--- src/rtl/pipeline_hazard_ctrl_pkg.sv ---
// Shared types for the pipeline hazard controller: FSM states, control bundle, defaults.
package pipeline_hazard_ctrl_pkg;

    localparam int PCTRL_REG_W = 5;
    localparam int PCTRL_CNT_W = 32;

    typedef logic [PCTRL_REG_W-1:0] regbits_t;

    typedef enum logic [1:0] {
        RUN    = 2'd0,
        DWAIT  = 2'd1,
        DRAIN  = 2'd2,
        HALTED = 2'd3
    } pctrl_state_t;

    typedef struct packed {
        logic pc_en;
        logic imem_ren;
        logic ifid_en;
        logic idex_en;
        logic exmem_en;
        logic memwb_en;
        logic ifid_flush;
        logic idex_flush;
        logic exmem_flush;
    } pctrl_ctl_t;

    // Every latch and the PC advance, fetch requested, nothing flushed.
    function automatic pctrl_ctl_t pctrl_advance_all();
        pctrl_ctl_t c;
        c             = '0;
        c.pc_en       = 1'b1;
        c.imem_ren    = 1'b1;
        c.ifid_en     = 1'b1;
        c.idex_en     = 1'b1;
        c.exmem_en    = 1'b1;
        c.memwb_en    = 1'b1;
        return c;
    endfunction

endpackage

--- src/rtl/pipeline_hazard_ctrl_if.sv ---
// Pipeline-control bus; stall_cycles exists only when PIPE_CTRL_PERF_EN is defined.
interface pipeline_hazard_ctrl_if #(
    parameter int REG_W = 5
`ifdef PIPE_CTRL_PERF_EN
    , parameter int CNT_W = 32
`endif
);
    logic             ihit;
    logic             dhit;
    logic             dmem_req;
    logic             idex_memrd;
    logic [REG_W-1:0] idex_rd;
    logic [REG_W-1:0] ifid_rs;
    logic [REG_W-1:0] ifid_rt;
    logic             branch_ex;
    logic             halt_ex;
    logic             halt_wb;

    logic pc_en;
    logic imem_ren;
    logic ifid_en;
    logic idex_en;
    logic exmem_en;
    logic memwb_en;
    logic ifid_flush;
    logic idex_flush;
    logic exmem_flush;
    logic halted;

`ifdef PIPE_CTRL_PERF_EN
    logic [CNT_W-1:0] stall_cycles;

    modport master (
        input  ihit, dhit, dmem_req, idex_memrd, idex_rd, ifid_rs, ifid_rt,
               branch_ex, halt_ex, halt_wb,
        output pc_en, imem_ren, ifid_en, idex_en, exmem_en, memwb_en,
               ifid_flush, idex_flush, exmem_flush, halted, stall_cycles
    );

    modport slave (
        output ihit, dhit, dmem_req, idex_memrd, idex_rd, ifid_rs, ifid_rt,
               branch_ex, halt_ex, halt_wb,
        input  pc_en, imem_ren, ifid_en, idex_en, exmem_en, memwb_en,
               ifid_flush, idex_flush, exmem_flush, halted, stall_cycles
    );
`else
    modport master (
        input  ihit, dhit, dmem_req, idex_memrd, idex_rd, ifid_rs, ifid_rt,
               branch_ex, halt_ex, halt_wb,
        output pc_en, imem_ren, ifid_en, idex_en, exmem_en, memwb_en,
               ifid_flush, idex_flush, exmem_flush, halted
    );

    modport slave (
        output ihit, dhit, dmem_req, idex_memrd, idex_rd, ifid_rs, ifid_rt,
               branch_ex, halt_ex, halt_wb,
        input  pc_en, imem_ren, ifid_en, idex_en, exmem_en, memwb_en,
               ifid_flush, idex_flush, exmem_flush, halted
    );
`endif

endinterface

--- src/rtl/pipeline_hazard_ctrl_hazard_detect.sv ---
// Combinational load-use compare between the load in EX and the sources of the instruction in ID.
module hazard_detect #(
    parameter int REG_W = 5
) (
    input  logic             memrd,
    input  logic [REG_W-1:0] rd,
    input  logic [REG_W-1:0] rs,
    input  logic [REG_W-1:0] rt,
    output logic             load_use
);

    // r0 is hard-wired zero, so a load targeting it never creates a dependency.
    assign load_use = memrd && (rd != '0) && ((rd == rs) || (rd == rt));

endmodule

--- src/rtl/pipeline_hazard_ctrl.sv ---
// Pipeline latch/PC sequencer with D-miss wait and halt drain.
// Optional stall counter enabled by defining PIPE_CTRL_PERF_EN.
module pipeline_hazard_ctrl
    import pipeline_hazard_ctrl_pkg::*;
#(
    parameter int REG_W = PCTRL_REG_W,
    parameter int CNT_W = PCTRL_CNT_W
) (
    input  logic                   CLK,
    input  logic                   nRST,
    pipeline_hazard_ctrl_if.master pif
);

    pctrl_state_t state, state_n;
    pctrl_ctl_t   ctl;
    logic         load_use;
    logic         adv;
    logic         dmem_ok;

    hazard_detect #(.REG_W(REG_W)) u_hazard (
        .memrd    (pif.idex_memrd),
        .rd       (pif.idex_rd),
        .rs       (pif.ifid_rs),
        .rt       (pif.ifid_rt),
        .load_use (load_use)
    );

    assign dmem_ok = ~pif.dmem_req | pif.dhit;
    assign adv     = pif.ihit & dmem_ok;

    always_ff @(posedge CLK or negedge nRST) begin
        if (!nRST) begin
            state <= RUN;
        end else begin
            state <= state_n;
        end
    end

    always_comb begin
        ctl     = '0;
        state_n = state;
        unique case (state)
            RUN, DWAIT: begin
                // A pending data access owns the cache port, so fetch is withheld too.
                if ((state == DWAIT) ? !pif.dhit : (pif.dmem_req && !pif.dhit)) begin
                    state_n = DWAIT;
                end else begin
                    state_n      = RUN;
                    ctl.imem_ren = 1'b1;
                    if (adv) begin
                        if (pif.halt_ex) begin
                            ctl            = pctrl_advance_all();
                            ctl.pc_en      = 1'b0;
                            ctl.ifid_flush = 1'b1;
                            ctl.idex_flush = 1'b1;
                            state_n        = DRAIN;
                        end else if (pif.branch_ex) begin
                            ctl            = pctrl_advance_all();
                            ctl.ifid_flush = 1'b1;
                            ctl.idex_flush = 1'b1;
                        end else if (load_use) begin
                            ctl            = pctrl_advance_all();
                            ctl.pc_en      = 1'b0;
                            ctl.ifid_en    = 1'b0;
                            ctl.idex_flush = 1'b1;
                        end else begin
                            ctl = pctrl_advance_all();
                        end
                    end
                end
            end
            DRAIN: begin
                ctl.idex_en  = dmem_ok;
                ctl.exmem_en = dmem_ok;
                ctl.memwb_en = dmem_ok;
                if (pif.halt_wb) begin
                    state_n = HALTED;
                end
            end
            HALTED: begin
                state_n = HALTED;
            end
            default: begin
                state_n = RUN;
            end
        endcase
    end

    // Reset holds every enable and flush low regardless of the decode above.
    assign pif.pc_en       = nRST & ctl.pc_en;
    assign pif.imem_ren    = nRST & ctl.imem_ren;
    assign pif.ifid_en     = nRST & ctl.ifid_en;
    assign pif.idex_en     = nRST & ctl.idex_en;
    assign pif.exmem_en    = nRST & ctl.exmem_en;
    assign pif.memwb_en    = nRST & ctl.memwb_en;
    assign pif.ifid_flush  = nRST & ctl.ifid_flush;
    assign pif.idex_flush  = nRST & ctl.idex_flush;
    assign pif.exmem_flush = nRST & ctl.exmem_flush;
    assign pif.halted      = (state == HALTED);

`ifdef PIPE_CTRL_PERF_EN
    logic [CNT_W-1:0] stall_cnt;

    always_ff @(posedge CLK or negedge nRST) begin
        if (!nRST) begin
            stall_cnt <= '0;
        end else if ((state != HALTED) && (!adv || load_use) && (stall_cnt != '1)) begin
            stall_cnt <= stall_cnt + CNT_W'(1);
        end
    end

    assign pif.stall_cycles = stall_cnt;
`else
    if (CNT_W < 1) begin : g_cnt_w_check
        $error("CNT_W must be at least 1");
    end
`endif

endmodule
--- src/flat_wrapper.sv ---
// flat-port wrapper written by rule: the top's interface ports become plain ports
module pipeline_hazard_ctrl_flat import pipeline_hazard_ctrl_pkg::*;
#(
    parameter int REG_W = PCTRL_REG_W,
    parameter int CNT_W = PCTRL_CNT_W
)
  (CLK, nRST, pif_ihit, pif_dhit, pif_dmem_req, pif_idex_memrd, pif_idex_rd, pif_ifid_rs, pif_ifid_rt, pif_branch_ex, pif_halt_ex, pif_halt_wb, pif_pc_en, pif_imem_ren, pif_ifid_en, pif_idex_en, pif_exmem_en, pif_memwb_en, pif_ifid_flush, pif_idex_flush, pif_exmem_flush, pif_halted);
  pipeline_hazard_ctrl_if #(.REG_W(REG_W)) pif_i ();
  input  logic CLK;
  input  logic nRST;
  input wire logic [$bits(pif_i.ihit)-1:0] pif_ihit;
  input wire logic [$bits(pif_i.dhit)-1:0] pif_dhit;
  input wire logic [$bits(pif_i.dmem_req)-1:0] pif_dmem_req;
  input wire logic [$bits(pif_i.idex_memrd)-1:0] pif_idex_memrd;
  input wire logic [$bits(pif_i.idex_rd)-1:0] pif_idex_rd;
  input wire logic [$bits(pif_i.ifid_rs)-1:0] pif_ifid_rs;
  input wire logic [$bits(pif_i.ifid_rt)-1:0] pif_ifid_rt;
  input wire logic [$bits(pif_i.branch_ex)-1:0] pif_branch_ex;
  input wire logic [$bits(pif_i.halt_ex)-1:0] pif_halt_ex;
  input wire logic [$bits(pif_i.halt_wb)-1:0] pif_halt_wb;
  output wire logic [$bits(pif_i.pc_en)-1:0] pif_pc_en;
  output wire logic [$bits(pif_i.imem_ren)-1:0] pif_imem_ren;
  output wire logic [$bits(pif_i.ifid_en)-1:0] pif_ifid_en;
  output wire logic [$bits(pif_i.idex_en)-1:0] pif_idex_en;
  output wire logic [$bits(pif_i.exmem_en)-1:0] pif_exmem_en;
  output wire logic [$bits(pif_i.memwb_en)-1:0] pif_memwb_en;
  output wire logic [$bits(pif_i.ifid_flush)-1:0] pif_ifid_flush;
  output wire logic [$bits(pif_i.idex_flush)-1:0] pif_idex_flush;
  output wire logic [$bits(pif_i.exmem_flush)-1:0] pif_exmem_flush;
  output wire logic [$bits(pif_i.halted)-1:0] pif_halted;
  assign pif_i.ihit = pif_ihit;
  assign pif_i.dhit = pif_dhit;
  assign pif_i.dmem_req = pif_dmem_req;
  assign pif_i.idex_memrd = pif_idex_memrd;
  assign pif_i.idex_rd = pif_idex_rd;
  assign pif_i.ifid_rs = pif_ifid_rs;
  assign pif_i.ifid_rt = pif_ifid_rt;
  assign pif_i.branch_ex = pif_branch_ex;
  assign pif_i.halt_ex = pif_halt_ex;
  assign pif_i.halt_wb = pif_halt_wb;
  assign pif_pc_en = pif_i.pc_en;
  assign pif_imem_ren = pif_i.imem_ren;
  assign pif_ifid_en = pif_i.ifid_en;
  assign pif_idex_en = pif_i.idex_en;
  assign pif_exmem_en = pif_i.exmem_en;
  assign pif_memwb_en = pif_i.memwb_en;
  assign pif_ifid_flush = pif_i.ifid_flush;
  assign pif_idex_flush = pif_i.idex_flush;
  assign pif_exmem_flush = pif_i.exmem_flush;
  assign pif_halted = pif_i.halted;
  pipeline_hazard_ctrl #(.REG_W(REG_W), .CNT_W(CNT_W)) u_core (.CLK(CLK), .nRST(nRST), .pif(pif_i));
endmodule
--- config.mk ---
export PLATFORM = sky130hd
export DESIGN_NAME = pipeline_hazard_ctrl_flat
export DESIGN_NICKNAME = d
export VERILOG_FILES = /design/src/rtl/pipeline_hazard_ctrl_pkg.sv /design/src/rtl/pipeline_hazard_ctrl_if.sv /design/src/rtl/pipeline_hazard_ctrl_hazard_detect.sv /design/src/rtl/pipeline_hazard_ctrl.sv /design/src/flat_wrapper.sv
export SDC_FILE = /design/constraint.sdc
export NUM_CORES = 1
export LEC_CHECK = 0
export ABC_AREA = 1
export CORE_MARGIN = 2
export CORE_UTILIZATION = 29
export DETAILED_ROUTE_END_ITERATION = 12
export GPL_ROUTABILITY_DRIVEN = 0
export GPL_TIMING_DRIVEN = 0
export PLACE_DENSITY = 0.72
export RECOVER_POWER = 100
export SETUP_SLACK_MARGIN = 0.2
export SLEW_MARGIN = 30
export SYNTH_ARGS = -nofsm -noshare
export SYNTH_HDL_FRONTEND = slang
export SYNTH_HIERARCHICAL = 1
export SYNTH_SLANG_ARGS = --single-unit
export TNS_END_PERCENT = 50
--- constraint.sdc ---
create_clock -name CLK -period 1.55 [get_ports CLK]
set_input_delay 0.465 -clock CLK [delete_from_list [all_inputs] [get_ports CLK]]
set_output_delay 0.465 -clock CLK [all_outputs]
set_load 0.03 [all_outputs]
-- Word level (Yosys, flattened, before mapping)
Cells that the tools add are included.
- add/subtract/negate cells: 0
- multiply operators: 0
- divide/modulo/power cells: 0
- order comparisons: 0
- equality and inequality tests: 6
- shifts and indexed selects: 0
- multiplexer cells: 14
- bitwise logic cells: 12
- reductions and logical operators: 8
- operator list (kind ; number):
    9-bit 2-to-1 mux ; 5
    1-bit bitwise AND ; 10
    5-bit equality test ; 2
    2-bit 2-to-1 mux ; 4
    3-bit 2-to-1 mux ; 2
    2-bit one-hot mux with 3 select lines ; 1
    3-bit one-hot mux with 2 select lines ; 1
    5-bit nonzero test ; 1
    2-bit equality test, second input constant ; 2
    1-bit logical AND ; 3
    2-bit by 1-bit equality test with 1-bit output, second input constant ; 1
    2-bit zero test ; 1
    2-bit inequality test, second input constant ; 1
    2-bit OR reduction ; 1
    1-bit zero test ; 1
    1-bit logical OR ; 1
    1-bit 2-to-1 mux ; 1
    1-bit NOT ; 1
    1-bit bitwise OR ; 1
- register bits after elaboration: 2
- bits in latches: 0
- RAM bits: 0
- bits in read-only memories: 0
- output and inout bits: 10
- word-level logic and storage cells: 41
- memories kept: 0

-- Depth between registers and ports, before layout
- depth in word-level cells: 10
- mapped depth: 9
- gate-level depth less buffers: 9

-- Modules after synthesis
Netlist, hierarchy kept.
- modules (own cells, without submodules) (module ; times used ; cells each ; area each (um^2)):
    pipeline_hazard_ctrl ; 1 ; 37 ; 241.5
    hazard_detect ; 1 ; 45 ; 195.2

-- Worst setup path after synthesis
OpenSTA, ideal clock, no wires.
- kind: input to output
- from: input pif_dhit
- to: output pif_idex_en
- arrival time: 1559 ps
- required time: 1085 ps
- path slack: -474 ps
- stages: 5
- path buffers: 1
- cell sequence: inv_2 -> nand2_4 -> nand4_1 -> a21oi_1 -> buf_4
- cells in the longest elaborated chain, start to end: 6
- elaborated cells on any way between the ends: 9
- those cells by class: 4 x mux; 3 x bitwise; 2 x reduce/logical
- RTL lines (item ; RTL line ; source):
    start, declared ; flat_wrapper.sv:12 ; input wire logic [$bits(pif_i.dhit)-1:0] pif_dhit;
    1-bit bitwise OR or 1-bit zero test (tied branches) ; pipeline_hazard_ctrl.sv:28, pipeline_hazard_ctrl.sv:45 ;
    1-bit bitwise AND or 1-bit logical AND (tied branches) ; pipeline_hazard_ctrl.sv:29, pipeline_hazard_ctrl.sv:45 ;
    9-bit 2-to-1 mux or 1-bit 2-to-1 mux (tied branches) ; pipeline_hazard_ctrl.sv:50, pipeline_hazard_ctrl.sv:45 ;
    9-bit 2-to-1 mux ; pipeline_hazard_ctrl.sv:45 ; if ((state == DWAIT) ? !pif.dhit : (pif.dmem_req && !pif.dhit)) begin
    3-bit one-hot mux with 2 select lines * ; pipeline_hazard_ctrl.sv:42 ; unique case (state)
    1-bit bitwise AND * ; pipeline_hazard_ctrl.sv:93 ; assign pif.idex_en = nRST & ctl.idex_en;
    end, declared ; flat_wrapper.sv:24 ; output wire logic [$bits(pif_i.idex_en)-1:0] pif_idex_en;
Mark *: on every way between the ends. The rest lies on a longest branch, timed or not.

-- Worst setup path in the final report
- from: input pif_ifid_rt[0]
- to: output pif_pc_en
- cells in the longest elaborated chain, start to end: 10
- RTL lines (item ; RTL line ; source):
    start, declared ; flat_wrapper.sv:17 ; input wire logic [$bits(pif_i.ifid_rt)-1:0] pif_ifid_rt;
    5-bit equality test ; pipeline_hazard_ctrl_hazard_detect.sv:13 ; assign load_use = memrd && (rd != '0) && ((rd == rs) || (rd == rt));
    1-bit logical OR ; pipeline_hazard_ctrl_hazard_detect.sv:13 ;
    1-bit logical AND ; pipeline_hazard_ctrl_hazard_detect.sv:13 ;
    via u_core.load_use ; pipeline_hazard_ctrl.sv:16 ; logic load_use;
    9-bit 2-to-1 mux ; pipeline_hazard_ctrl.sv:61 ; end else if (load_use) begin
    9-bit 2-to-1 mux ; pipeline_hazard_ctrl.sv:57 ; end else if (pif.branch_ex) begin
    9-bit 2-to-1 mux ; pipeline_hazard_ctrl.sv:51 ; if (pif.halt_ex) begin
    9-bit 2-to-1 mux ; pipeline_hazard_ctrl.sv:50 ; if (adv) begin
    9-bit 2-to-1 mux ; pipeline_hazard_ctrl.sv:45 ;
    3-bit 2-to-1 mux ; pipeline_hazard_ctrl.sv:42 ;
    1-bit bitwise AND ; pipeline_hazard_ctrl.sv:90 ; assign pif.pc_en = nRST & ctl.pc_en;
    end, declared ; flat_wrapper.sv:21 ; output wire logic [$bits(pif_i.pc_en)-1:0] pif_pc_en;
The timed path passes the listed nets, and every way through them passes these cells.

==> impl_metrics.prom <==
# TYPE chip_impl_metric gauge
chip_impl_info{name="run_status",value="finished, violations left"} 1
chip_impl_info{name="failing_checks",value="setup timing"} 1
chip_impl_metric{name="ir_worst_vdd",unit="mV"} 0.2362
chip_impl_info{name="worst_path_max_delay_cell",value="sky130_fd_sc_hd__o211ai_1"} 1
chip_impl_metric{name="max_cap_viol_count",unit=""} 0
chip_impl_metric{name="num_vias",unit=""} 612
chip_impl_metric{name="cts_num_sinks",unit=""} 2
chip_impl_metric{name="r2r_cells",unit=""} 3
chip_impl_metric{name="finalHoldViolations",unit=""} 0
chip_impl_info{name="tritoncts",value="yes"} 1
chip_impl_metric{name="first_iter_violations",unit=""} 4
chip_impl_metric{name="placedInstanceArea",unit="um2"} 835.8
chip_impl_metric{name="chipHeight",unit="um"} 42.81
chip_impl_info{name="clock_tree.root_cell",value="sky130_fd_sc_hd__clkbuf_4"} 1
chip_impl_metric{name="worst_path_largest_cell_delay",unit="ps"} 210
chip_impl_metric{name="insertedDiodeCount",unit=""} 0
chip_impl_metric{name="postSynthCellCount",unit=""} 82
chip_impl_info{name="critical_path.endpoint_type",value="output pin"} 1
chip_impl_metric{name="holdBufCountCts",unit=""} 0
chip_impl_info{name="cp-start-kind",value="input pin"} 1
chip_impl_metric{name="area_used_by_multi_input_combinational_logic",unit="um2"} 332.8
chip_impl_metric{name="pin_count",unit=""} 34
chip_impl_metric{name="ff2ff_setup_slack",unit="ps"} 600
chip_impl_metric{name="finalSetupTns",unit="ps"} -2572
chip_impl_metric{name="number_of_antenna_violations_at_the_first_check_in_global_routing",unit=""} 0
chip_impl_metric{name="min_setup_slack_post_route",unit="ps"} -437.2
chip_impl_metric{name="report.final.setup_viol",unit=""} 8
chip_impl_info{name="crit-reg2reg-capture",value="u_core/state[0]"} 1
chip_impl_metric{name="coreArea",unit="um2"} 1454
chip_impl_metric{name="met2_global_route_usage",unit=""} 0.2818
chip_impl_metric{name="path_clk_slew",unit="ps"} 30
chip_impl_metric{name="area_delta_synth_final",unit="%"} 104.0
chip_impl_info{name="timing.hold.worst.class",value="in2async"} 1
chip_impl_metric{name="syn-mean-instance-area",unit="um2"} 5.325
chip_impl_metric{name="critical_path.max_fanout",unit=""} 2
chip_impl_metric{name="part_of_the_yosys_area_used_for_sequential_elements",unit=""} 0.1146
chip_impl_metric{name="critical_path_arrival",unit="ps"} 1520
chip_impl_info{name="post_synth_main_area_contributors",value="sky130_fd_sc_hd__nand2_1, sky130_fd_sc_hd__inv_1, sky130_fd_sc_hd__dfrtp_1, sky130_fd_sc_hd__nor2_1, sky130_fd_sc_hd__inv_2"} 1
chip_impl_info{name="layout_top_registers",value="u_core/state x2"} 1
chip_impl_metric{name="ctsLongestPathBuffers",unit=""} 2
chip_impl_metric{name="synthesis.area",unit="um2"} 436.7
chip_impl_metric{name="met3_track_usage_gr",unit=""} 0.02553
chip_impl_metric{name="fin_total_pwr",unit="uW"} 304.2
chip_impl_metric{name="yosys_register_bits",unit=""} 2
chip_impl_metric{name="grt_pass1_wl",unit="um"} 2111
chip_impl_info{name="grt_setup_unrepaired",value="yes"} 1
chip_impl_metric{name="dp_hpwl",unit="um"} 1011
chip_impl_metric{name="synthDistinctLibCells",unit=""} 20
chip_impl_metric{name="cts_max_level",unit=""} 1
chip_impl_info{name="rr_startpoint",value="u_core/state[0]"} 1
chip_impl_metric{name="timing.final.crit_share",unit=""} 1.282
chip_impl_metric{name="global_route.overflow_total",unit=""} 0
chip_impl_info{name="path_common_cell",value="sky130_fd_sc_hd__buf_6"} 1
chip_impl_metric{name="die_width",unit="um"} 42.81
chip_impl_metric{name="clock_skew",unit="ps"} 2.865
chip_impl_info{name="largest_area_contributor_in_the_netlist",value="sky130_fd_sc_hd__nand2_1"} 1
chip_impl_metric{name="postRouteAntennaNets",unit=""} 0
chip_impl_metric{name="layout_min_cycle_time",unit="ps"} 1987
chip_impl_metric{name="yosysWarnings",unit=""} 6
chip_impl_metric{name="number_of_buffers_created_by_cts",unit=""} 3
chip_impl_metric{name="floorplan.initialDensity",unit=""} 0.3003
chip_impl_metric{name="achievable-frequency",unit="GHz"} 0.5032
chip_impl_info{name="critPathKind",value="in2out"} 1
chip_impl_metric{name="layout.nets",unit=""} 150
chip_impl_metric{name="wire_per_inst",unit="um"} 9.493
chip_impl_metric{name="clk_latency",unit="ps"} 220
chip_impl_metric{name="mappedNetlistNets",unit=""} 106
chip_impl_metric{name="maxSlewViolCount",unit=""} 0
chip_impl_metric{name="cellPowerDensity",unit="nW/um2"} 341.4
chip_impl_metric{name="first_global_vias",unit=""} 576
chip_impl_metric{name="utilization",unit=""} 0.6127
chip_impl_metric{name="detail_route.vias_per_cell",unit=""} 4.371
chip_impl_metric{name="dr.pass1.iters",unit=""} 3
chip_impl_metric{name="static-leakage-power",unit="uW"} 0.0004800
chip_impl_metric{name="grt_usage",unit=""} 0.1508
chip_impl_metric{name="layout.area.seq",unit="um2"} 50.05
chip_impl_metric{name="fillers",unit=""} 158
chip_impl_metric{name="drt-total-wl",unit="um"} 1329
chip_impl_metric{name="grt_max_degree",unit=""} 6
chip_impl_metric{name="io_buffer_count",unit=""} 32
chip_impl_metric{name="fin_area",unit="um2"} 890.9
chip_impl_metric{name="holdWs",unit="ps"} 243.9
chip_impl_info{name="critical_path.cell_chain",value="buf_6, xor2_1, nor2_1, nand3_1, a21oi_2, inv_2, o211ai_1, nor2_2, buf_6"} 1
chip_impl_metric{name="worst-endpoint-required",unit="ps"} 1080
chip_impl_metric{name="largest_reg_flops",unit=""} 2
chip_impl_metric{name="synth_top_area_share",unit=""} 0.2063
chip_impl_metric{name="rows",unit=""} 14
chip_impl_info{name="registers.top_by_ff_count",value="u_core/state"} 1
chip_impl_metric{name="drc",unit=""} 0
chip_impl_metric{name="die_area",unit="um2"} 1832
chip_impl_metric{name="globalRouteMet1Util",unit=""} 0.1505
chip_impl_info{name="busiest_layer",value="met2"} 1
chip_impl_metric{name="post_route_cells_drive_above_1_share",unit=""} 0.5000
-- area by class of cell --
class,count,area share
repair buffers,39,0.3834
multi-input cells,56,0.3736
inverters,21,0.1053
flip-flops and latches,2,0.05618
plain buffers,3,0.03371
clock buffers,3,0.02528
well taps,16,0.02247
-- kinds of logic (layout without fill, tap and decap cells) --
logic type | count (synthesis) | in the layout | share of synthesized area
AO/OA/AOI/OAI | 8 | 8 | 0.1118
buffers and inverters | 24 | 66 | 0.2321
other | 1 | 1 | 0.008588
XOR/XNOR | 3 | 3 | 0.06018
AND/OR/NAND/NOR | 44 | 44 | 0.4728
flip-flops | 2 | 2 | 0.1146
-- worst max-delay path by stage --
stage / end / from / depth (start not counted) / slack [ps]
floorplan: pif_idex_en / pif_dhit / 5 / -220
global placement: pif_memwb_en / pif_dhit / 7 / -1390
detailed placement: pif_ifid_en / pif_idex_rd[4] / 11 / -1410
CTS: pif_pc_en / pif_idex_rd[1] / 11 / -450
global route: pif_pc_en / pif_idex_rd[4] / 11 / -550
finish: pif_pc_en / pif_ifid_rt[0] / 9 / -440
-- per-stage QoR --
stage,cells,setup slack (ps)
floorplan,82,-221.5
global placement,130,-1393
detailed placement,130,-1414
CTS,137,-450.0
global route,140,-554.2
finish,140,-437.2
-- timing repair --
item | CTS | global route
setup buffers | 4 | 3
pin swaps | 25 | 10
gates cloned | 0 | 0
gates resized for setup | 143 | 13
setup endpoints to repair | 9 | 9
-- power breakdown --
part / total (uW) / internal (uW) / switching (uW)
clock: 113 / 85.2 / 27.4
combinational: 139 / 70.8 / 68.1
sequential: 52.6 / 52.6 / 0.0000000000000641
total: 304 / 209 / 95.5
-- synth_stat cells --
| cell | count |
|---|---|
| sky130_fd_sc_hd__a21oi_1 | 1 |
| sky130_fd_sc_hd__a21oi_2 | 1 |
| sky130_fd_sc_hd__buf_4 | 3 |
| sky130_fd_sc_hd__conb_1 | 1 |
| sky130_fd_sc_hd__dfrtp_1 | 2 |
| sky130_fd_sc_hd__inv_1 | 14 |
| sky130_fd_sc_hd__inv_2 | 7 |
| sky130_fd_sc_hd__nand2_1 | 24 |
| sky130_fd_sc_hd__nand2_2 | 1 |
| sky130_fd_sc_hd__nand2_4 | 1 |
| sky130_fd_sc_hd__nand3_1 | 4 |
| sky130_fd_sc_hd__nand3_4 | 1 |
| sky130_fd_sc_hd__nand4_1 | 2 |
| sky130_fd_sc_hd__nor2_1 | 10 |
| sky130_fd_sc_hd__nor2_4 | 1 |
| sky130_fd_sc_hd__o211ai_1 | 1 |
| sky130_fd_sc_hd__o21ai_0 | 4 |
| sky130_fd_sc_hd__o31ai_1 | 1 |
| sky130_fd_sc_hd__xnor2_1 | 2 |
| sky130_fd_sc_hd__xor2_1 | 1 |
-- per-layer routing --
layer	vias to the layer above	share of wire
met1	257	0.36
met3	2	0.084
met2	27	0.54
met5	-	0
met4	0	0.011
li1	326	-
-- layout by cell type, fill, tap and decap left out, types with 3 or more instances in the layout --
cell / synthesis / layout
sky130_fd_sc_hd__nor2_2: 0 / 4
sky130_fd_sc_hd__buf_6: 0 / 15
sky130_fd_sc_hd__nand2_1: 24 / 23
sky130_fd_sc_hd__buf_4: 3 / 10
sky130_fd_sc_hd__nand3_1: 4 / 4
sky130_fd_sc_hd__clkbuf_4: 0 / 3
sky130_fd_sc_hd__inv_2: 7 / 8
sky130_fd_sc_hd__nor2_1: 10 / 5
sky130_fd_sc_hd__buf_2: 0 / 7
sky130_fd_sc_hd__inv_1: 14 / 11
-- critical path: cells and delay by family --
kind                   cells  cell delay, ps
buffers and inverters      3             290
XOR/XNOR                   1             150
AND/OR/NAND/NOR            3             250
AO/OA/AOI/OAI              2             380
Power figures use the tool's default switching activity.
